[config.mk]
export PLATFORM = sky130hd
export DESIGN_NAME = registru_cmd_seq
export DESIGN_NICKNAME = d
export VERILOG_FILES = /design/src/rtl/registru_cmd_seq.sv
export SDC_FILE = /design/constraint.sdc
export NUM_CORES = 1
export LEC_CHECK = 0
export ABC_CLOCK_PERIOD_IN_PS = 5150
export CORE_ASPECT_RATIO = 0.9
export CORE_MARGIN = 2
export CORE_UTILIZATION = 35
export DETAILED_ROUTE_END_ITERATION = 7
export GPL_TIMING_DRIVEN = 0
export SETUP_SLACK_MARGIN = 0.4
export SYNTH_ARGS = -nofsm -noshare
export SYNTH_HDL_FRONTEND = slang
export SYNTH_SLANG_ARGS = --single-unit
[constraint.sdc]
create_clock -name clk -period 5.15 [get_ports clk]
set_input_delay 1.03 -clock clk [delete_from_list [all_inputs] [get_ports clk]]
set_output_delay 1.03 -clock clk [all_outputs]
set_load 0.05 [all_outputs]
[src/rtl/registru_cmd_seq.sv]
// rtl/registru_cmd_seq.sv - command FIFO and sequencer for the 4-bit load/inc/dec/shift register
// Issues one control pulse per queued command and checks the returned value against a shadow copy.
module registru_cmd_seq #(
    parameter int WIDTH = 4,
    parameter int DEPTH = 4
) (
    input  logic             clk,
    input  logic             RESET,
    input  logic             cmd_valid,
    output logic             cmd_ready,
    input  logic [2:0]       cmd_op,
    input  logic [WIDTH-1:0] cmd_data,
    output logic             EN,
    output logic             INC,
    output logic             DEC,
    output logic             SHR,
    output logic             SHL,
    output logic             RST_OUT,
    output logic [WIDTH-1:0] datain,
    input  logic [WIDTH-1:0] dataout_in,
    output logic             busy,
    output logic [WIDTH-1:0] shadow,
    output logic             err,
    output logic [7:0]       err_count
);

    localparam int AW = $clog2(DEPTH);
    localparam logic [AW:0] FULL_COUNT = (AW+1)'(DEPTH);

    localparam logic [2:0] OP_LOAD = 3'd1;
    localparam logic [2:0] OP_INC  = 3'd2;
    localparam logic [2:0] OP_DEC  = 3'd3;
    localparam logic [2:0] OP_SHR  = 3'd4;
    localparam logic [2:0] OP_SHL  = 3'd5;
    localparam logic [2:0] OP_CLR  = 3'd6;

    typedef enum logic [1:0] {S_IDLE, S_ISSUE, S_CHECK} state_t;

    state_t            state;
    logic [2:0]        fifo_op   [DEPTH];
    logic [WIDTH-1:0]  fifo_data [DEPTH];
    logic [AW-1:0]     rd_ptr;
    logic [AW-1:0]     wr_ptr;
    logic [AW:0]       count;
    logic [2:0]        cur_op;
    logic [WIDTH-1:0]  cur_data;
    logic [2:0]        head_op;
    logic [WIDTH-1:0]  head_data;
    logic              push;
    logic              pop;

    assign cmd_ready = (count < FULL_COUNT);
    assign push      = cmd_valid && cmd_ready;
    // A pop only ever launches a new ISSUE, so it is allowed from IDLE or CHECK.
    assign pop       = (state != S_ISSUE) && (count != '0);
    assign head_op   = fifo_op[rd_ptr];
    assign head_data = fifo_data[rd_ptr];
    assign busy      = (state != S_IDLE) || (count != '0);

    function automatic logic [WIDTH-1:0] next_shadow(input logic [2:0] op,
                                                     input logic [WIDTH-1:0] data,
                                                     input logic [WIDTH-1:0] cur);
        case (op)
            OP_LOAD: return data;
            OP_INC:  return cur + WIDTH'(1);
            OP_DEC:  return cur - WIDTH'(1);
            OP_SHR:  return cur >> 1;
            OP_SHL:  return cur << 1;
            OP_CLR:  return '0;
            default: return cur;
        endcase
    endfunction

    always_ff @(posedge clk) begin
        if (RESET) begin
            state     <= S_IDLE;
            rd_ptr    <= '0;
            wr_ptr    <= '0;
            count     <= '0;
            cur_op    <= '0;
            cur_data  <= '0;
            EN        <= 1'b0;
            INC       <= 1'b0;
            DEC       <= 1'b0;
            SHR       <= 1'b0;
            SHL       <= 1'b0;
            RST_OUT   <= 1'b0;
            datain    <= '0;
            shadow    <= '0;
            err       <= 1'b0;
            err_count <= '0;
        end else begin
            if (push) begin
                fifo_op[wr_ptr]   <= cmd_op;
                fifo_data[wr_ptr] <= cmd_data;
                wr_ptr            <= wr_ptr + AW'(1);
            end
            if (pop) begin
                rd_ptr <= rd_ptr + AW'(1);
            end
            case ({push, pop})
                2'b10:   count <= count + (AW+1)'(1);
                2'b01:   count <= count - (AW+1)'(1);
                default: count <= count;
            endcase

            // Control pulses are registered at the pop edge so they cover exactly the ISSUE cycle.
            EN      <= 1'b0;
            INC     <= 1'b0;
            DEC     <= 1'b0;
            SHR     <= 1'b0;
            SHL     <= 1'b0;
            RST_OUT <= 1'b0;
            datain  <= '0;
            if (pop) begin
                cur_op   <= head_op;
                cur_data <= head_data;
                EN       <= (head_op == OP_LOAD);
                INC      <= (head_op == OP_INC);
                DEC      <= (head_op == OP_DEC);
                SHR      <= (head_op == OP_SHR);
                SHL      <= (head_op == OP_SHL);
                RST_OUT  <= (head_op == OP_CLR);
                datain   <= (head_op == OP_LOAD) ? head_data : '0;
            end

            case (state)
                S_IDLE: begin
                    if (pop) state <= S_ISSUE;
                end
                S_ISSUE: begin
                    shadow <= next_shadow(cur_op, cur_data, shadow);
                    state  <= S_CHECK;
                end
                S_CHECK: begin
                    if (dataout_in != shadow) begin
                        err <= 1'b1;
                        if (err_count != 8'hFF) err_count <= err_count + 8'd1;
                    end
                    state <= pop ? S_ISSUE : S_IDLE;
                end
                default: state <= S_IDLE;
            endcase
        end
    end

endmodule

==> impl_metrics.yaml, run 1 <==
outcome:
  status: "completed"
placed_design:
  dpl_worst_slack_ns: 1.97
  hpwl_um: 3930
  io_buffers: 38
  gp_congestion: 0.777
clock_tree:
  root_buffer: "clkbuf_8"
  htreeDepth: 3
  insertion_delay_ns: 0.34
  cts.sink_count: 69
  cts_made_buffers: 9
  clk_path_buf_depth: 2
  post_cts_resized: 0
  cts_tree: "built"
  hold_buffers: 0
  clk_pin_slew_ns: 0.08
  postCtsSetupBuffers: 0
route:
  vias_per_cell: 4.85
  wl_per_cell_um: 13.5
  drt_iter0_drc: 78
  drc: 0
  ant_nets: 0
  vias: 1959
  drtPass1Iterations: 4
  routed_wl_um: 5450
sta:
  rsz0062_at_grt: "no"
  fmax_ghz: 0.315
  slew_headroom_pct: 33.3
  setup_viol: 0
  fin_crit_ns: 3.17
  tightest_slew_ns: 0.988
  drv_slew: 0
  tns_ns: 0
  hold_viol_final: 0
  setup_slack_ns: 1.98
  fin_skew_ns: 0.00780
  period_share_pct: 61.6
setup_path:
  start_kind: "register"
  crit_type: "reg2out"
  worst-path-max-fanout: 4
  crit_required_ns: 4.12
  arrival_ns: 2.14
  crit_top_cell: "or3_1"
  path_delay_family: "simple AND/OR/NAND/NOR gates"
  critPathSlowestCell: "clkdlybuf4s50_1"
  crit_chain: "or3_1 > or3_1 > clkdlybuf4s50_1"
  end_kind: "output port"
  path_buf_inv: 1
  max_stage_delay_ns: 0.71
logic_synthesis:
  synth_edf_count: 28
  synthFlopType: "dfxtp_1"
  synth-seq-cells: 69
  synth_cells: 251
  synth.cell_area_um2: 2920
  synth.distinct_cells: 45
  synth_nets: 275
  seq_area_frac_synth_pct: 56.9
  synth.avg_cell_area_um2: 11.6
  yosysWarnings: 0
  synthArstFlopShare_pct: 0
pwr:
  ir_drop_mv: 0.192
  leakage_nw: 1.29
  total_power_mw: 1.84
  power.density_nw_per_um2: 504
global_routing:
  grt_pass1_vias: 1944
  grt_start_max_net_pins: 15
  antenna_found_initial: 0
  grt_overflow: 0
  grt_pass1_wl_um: 9210
  grtUsageTotal_pct: 13.0
job:
  cap_violations: 0
floorplanning:
  die-height_um: 90.6
  dieArea_um2: 9090
  ios: 39
  start_util_pct: 36.2
  core_area_um2: 8070
  rows: 31
  die_w_um: 100
finish:
  n_antenna_cell: 0
  drive_above_1_share_pct: 10.5
  area_delta_synth_final_pct: 25.1
  fin_util_pct: 45.3
  layout.nets: 324
min_path:
  hold_class: "reg2reg"
## Yosys cell counts, types with 2 or more instances
library cell | number | area, µm²
nand2_1 | 19 | 71.3
mux2_2 | 3 | 33.8
o31ai_1 | 3 | 22.5
a21oi_1 | 21 | 105
and2_1 | 4 | 25.0
a21o_1 | 2 | 15.0
nor2_1 | 24 | 90.1
nor3_1 | 4 | 20.0
xnor2_1 | 3 | 26.3
nor2b_2 | 4 | 35.0
fa_1 | 2 | 40.0
o21ai_0 | 4 | 20.0
clkbuf_1 | 3 | 11.3
or4_1 | 3 | 22.5
nand2b_1 | 5 | 31.3
mux4_1 | 6 | 158
inv_1 | 13 | 48.8
nand3_1 | 6 | 30.0
dfxtp_1 | 41 | 821
edfxtp_1 | 28 | 841
or3_1 | 5 | 31.3
buf_1 | 2 | 7.51
ha_1 | 8 | 100
a211oi_1 | 4 | 30.0
mux2i_1 | 2 | 20.0
xor2_1 | 8 | 70.1
or3b_2 | 2 | 17.5
o22ai_1 | 2 | 12.5
nor2b_1 | 4 | 25.0
## flip-flops by register name, indices dropped and copies added (netlist names), 3 cells and up, named ones only
signal and count:
fifo_op 12, datain 4, count 3, err_count 8, fifo_data 16, shadow 4, cur_op 3, cur_data 4
## report_power, final
part	internal [mW]	leakage (nW)	switching (mW)
logic	0.251	0.585	0.374
clock network	0.280	0.112	0.220
registers	0.652	0.588	0.0653
total	1.18	1.29	0.659
## worst register-to-register path: stages, from the launching register on
cell,delay [ns]
dfxtp_1,0.43
or3_1,0.17
nand2_1,0.19
inv_2,0.23
ha_1,0.22
inv_1,0.06
fa_1,0.37
xor2_1,0.16
or3_1,0.31
a21oi_1,0.14
## kinds of logic (layout without fill, tap and decap cells)
family	Yosys count	after routing	synth area share (%)
AO/OA/AOI/OAI	40	40	8.23
XOR/XNOR	11	11	3.30
adder cells (fa/ha/maj)	10	10	4.80
buffers and inverters	21	75	3.00
flip-flops	69	69	56.9
multiplexers	12	12	8.02
AND/OR/NAND/NOR	88	88	15.7
## per-stage QoR
step | hold slack [ns] | std cells | instance area (µm²)
detailed placement | 0.444 | 388 | 3420
CTS | 0.458 | 404 | 3650
global route | 0.485 | 404 | 3650
finish | 0.457 | 404 | 3650
global placement | 0.442 | 388 | 3420
floorplan | 0.437 | 251 | 2920
## worst paths after layout
kind / depth (start not counted) / endpoint / from / slack (ns)
worst max-delay path: 3 / busy / count[0] / 1.98
worst min-delay path: 2 / err / err / 0.46
worst max register to register: 9 / count[2] / count[2] / 2.82
worst min register to register: 2 / err / err / 0.46
## final cells by class
type,instances,area (µm²)
sequential,69,1660
clock inverter,7,105
tap,99,124
clock buffer,9,124
inverter,14,52.6
timing repair buffer,38,380
buffer,7,35.0
multi-input combinational,161,1170
fill,762,4420
## layer usage
layer	GRT usage [%]	vias to the layer above	part of all wire (%)
met2	20.5	27	48
met4	5.82	0	1.8
met3	2.94	7	3.2
met1	17.0	928	47
li1	-	997	-
met5	0	-	0
## cells in the final DEF (no fill, tap or decap), types with 4 or more instances in the layout
cell type and instances:
a211oi_1 4, a21oi_1 21, and2_1 4, clkbuf_8 9, clkdlybuf4s50_1 38, dfxtp_1 41
edfxtp_1 28, ha_1 8, inv_1 13, mux4_1 6, nand2_1 19, nand2b_1 5
nand3_1 6, nor2_1 24, nor2b_1 4, nor2b_2 4, nor3_1 4, o21ai_0 4
or3_1 5, xor2_1 8
No activity file was read; power rests on OpenSTA's default activity.
==> inputs of run 2 (changes only) <==
- ABC_CLOCK_PERIOD_IN_PS: 5150 -> 2900
- clock period: 5.15 -> 2.9 ns (I/O delays scaled with it)
==> impl_metrics.yaml, run 2 (synthesis results as in run 1) <==
sta:
  drv_slew: 0
  tightest_slew_ns: 0.884
  slew_headroom_pct: 40.7
  fin_skew_ns: 0.00927
  rsz0062_at_grt: "no"
  tns_ns: 0
  whs_ns: 0.457
  fin_crit_ns: 2.44
  setup_slack_ns: 0.461
  fmax_ghz: 0.410
  hold_viol_final: 0
  period_share_pct: 84.1
  setup_viol: 0
pwr:
  ir_drop_mv: 0.342
  power.switching_mw: 1.18
  clkPwrFrac_pct: 27.2
  power_frac_seq_pct: 38.9
  pwr-share-comb_pct: 34.0
  total_power_mw: 3.28
  power.density_nw_per_um2: 895
  internal_power_mw: 2.10
  p_sw_share_pct: 36.0
  leakage_nw: 1.29
clock_tree:
  clk_path_buf_depth: 2
  htreeDepth: 3
  cts_made_buffers: 9
  post_cts_resized: 1
  postCtsSetupBuffers: 0
  hold_buffers: 0
  root_buffer: "clkbuf_8"
  cts.sink_count: 69
  cts_tree: "built"
  insertion_delay_ns: 0.34
  clk_pin_slew_ns: 0.08
global_routing:
  grt_start_max_net_pins: 15
  use_met1_pct: 17.0
  grt_pass1_wl_um: 9210
  antenna_found_initial: 0
  grt_most_used_layer: "met2"
  use_met3_pct: 2.94
  grt_pass1_vias: 1944
  met2_usage_pct: 20.5
  grt_overflow: 0
  grtUsageTotal_pct: 13.0
placed_design:
  dpl_worst_slack_ns: 0.165
  hpwl_um: 3930
  gp_congestion: 0.777
  io_buffers: 38
setup_path:
  arrival_ns: 1.86
  worst-path-max-fanout: 4
  start_kind: "register"
  crit_type: "reg2out"
  end_kind: "output port"
  crit_required_ns: 2.32
route:
  drtPass1Iterations: 4
  routed_wl_um: 5450
  drc: 0
  ant_nets: 0
  wl_per_cell_um: 13.5
  vias: 1950
  vias_per_cell: 4.83
  drt_iter0_drc: 83
finish:
  regMostFlops: "fifo_data"
  final_common_cell: "dfxtp_1"
  mostFrequentLayoutCells: "dfxtp_1 (41), clkdlybuf4s50_1 (37), edfxtp_1 (28)"
  reg_top3: "fifo_data x16, fifo_op x12, err_count x8"
  n_antenna_cell: 0
  layout.nets: 324
  drive_above_1_share_pct: 10.8
  largest_reg_flops: 16
  area_delta_synth_final_pct: 25.4
floorplanning:
  core_area_um2: 8070
  die_w_um: 100
  start_util_pct: 36.2
  die-height_um: 90.6
  dieArea_um2: 9090
  ios: 39
  rows: 31
job:
  cap_violations: 0
min_path:
  hold_class: "reg2reg"
outcome:
  status: "completed"
[run 2: power by group through the flow]
| stage | logic, mW | registers, mW | clock network (mW) |
|---|---|---|---|
| after floorplan | 0.733 | 1.38 | 0 |
| after global placement | 1.10 | 1.29 | 0 |
| after detailed placement | 1.11 | 1.30 | 0 |
| after CTS | 1.11 | 1.28 | 0.908 |
| after global routing | 1.23 | 1.30 | 0.961 |
| final | 1.11 | 1.27 | 0.890 |
[run 2: layout make-up]
type | count | area [µm²]
Multi-Input combinational cell | 161 | 1180
Inverter | 14 | 55.1
Buffer | 7 | 35.0
Tap cell | 99 | 124
Clock inverter | 7 | 105
Sequential cell | 69 | 1660
Fill cell | 764 | 4410
Clock buffer | 9 | 124
Timing Repair Buffer | 38 | 379
[run 2: routing by layer]
metal  up-vias  share of wire [%]
li1        994                  -
met1       924                 48
met2        23                 48
met3         9                2.7
met4         0                2.0
met5         -                  0
[run 2: stage by stage]
| stage | util, % | instances | instance area, µm² |
|---|---|---|---|
| 2_1_floorplan | - | 251 | 2920 |
| 3_3_place_gp | 42.4 | 388 | 3420 |
| 3_5_place_dp | 42.4 | 388 | 3420 |
| 4_1_cts | 45.3 | 404 | 3650 |
| 5_1_grt | 45.4 | 404 | 3660 |
| 6_report | 45.4 | 404 | 3660 |
[run 2: critical path: stages, from the launching register on]
cell	delay, ns
dfxtp_1	0.34
or3_1	0.41
or3_1	0.33
dlygate4sd2_1	0.43
[run 2: final timing paths]
check	startpoint	end	slack, ns	cells after the start
hold reg to reg	err	err	0.46	2
setup / recovery	count[0]	busy	0.46	3
setup reg to reg	count[2]	count[2]	0.60	9
hold / removal	err	err	0.46	2
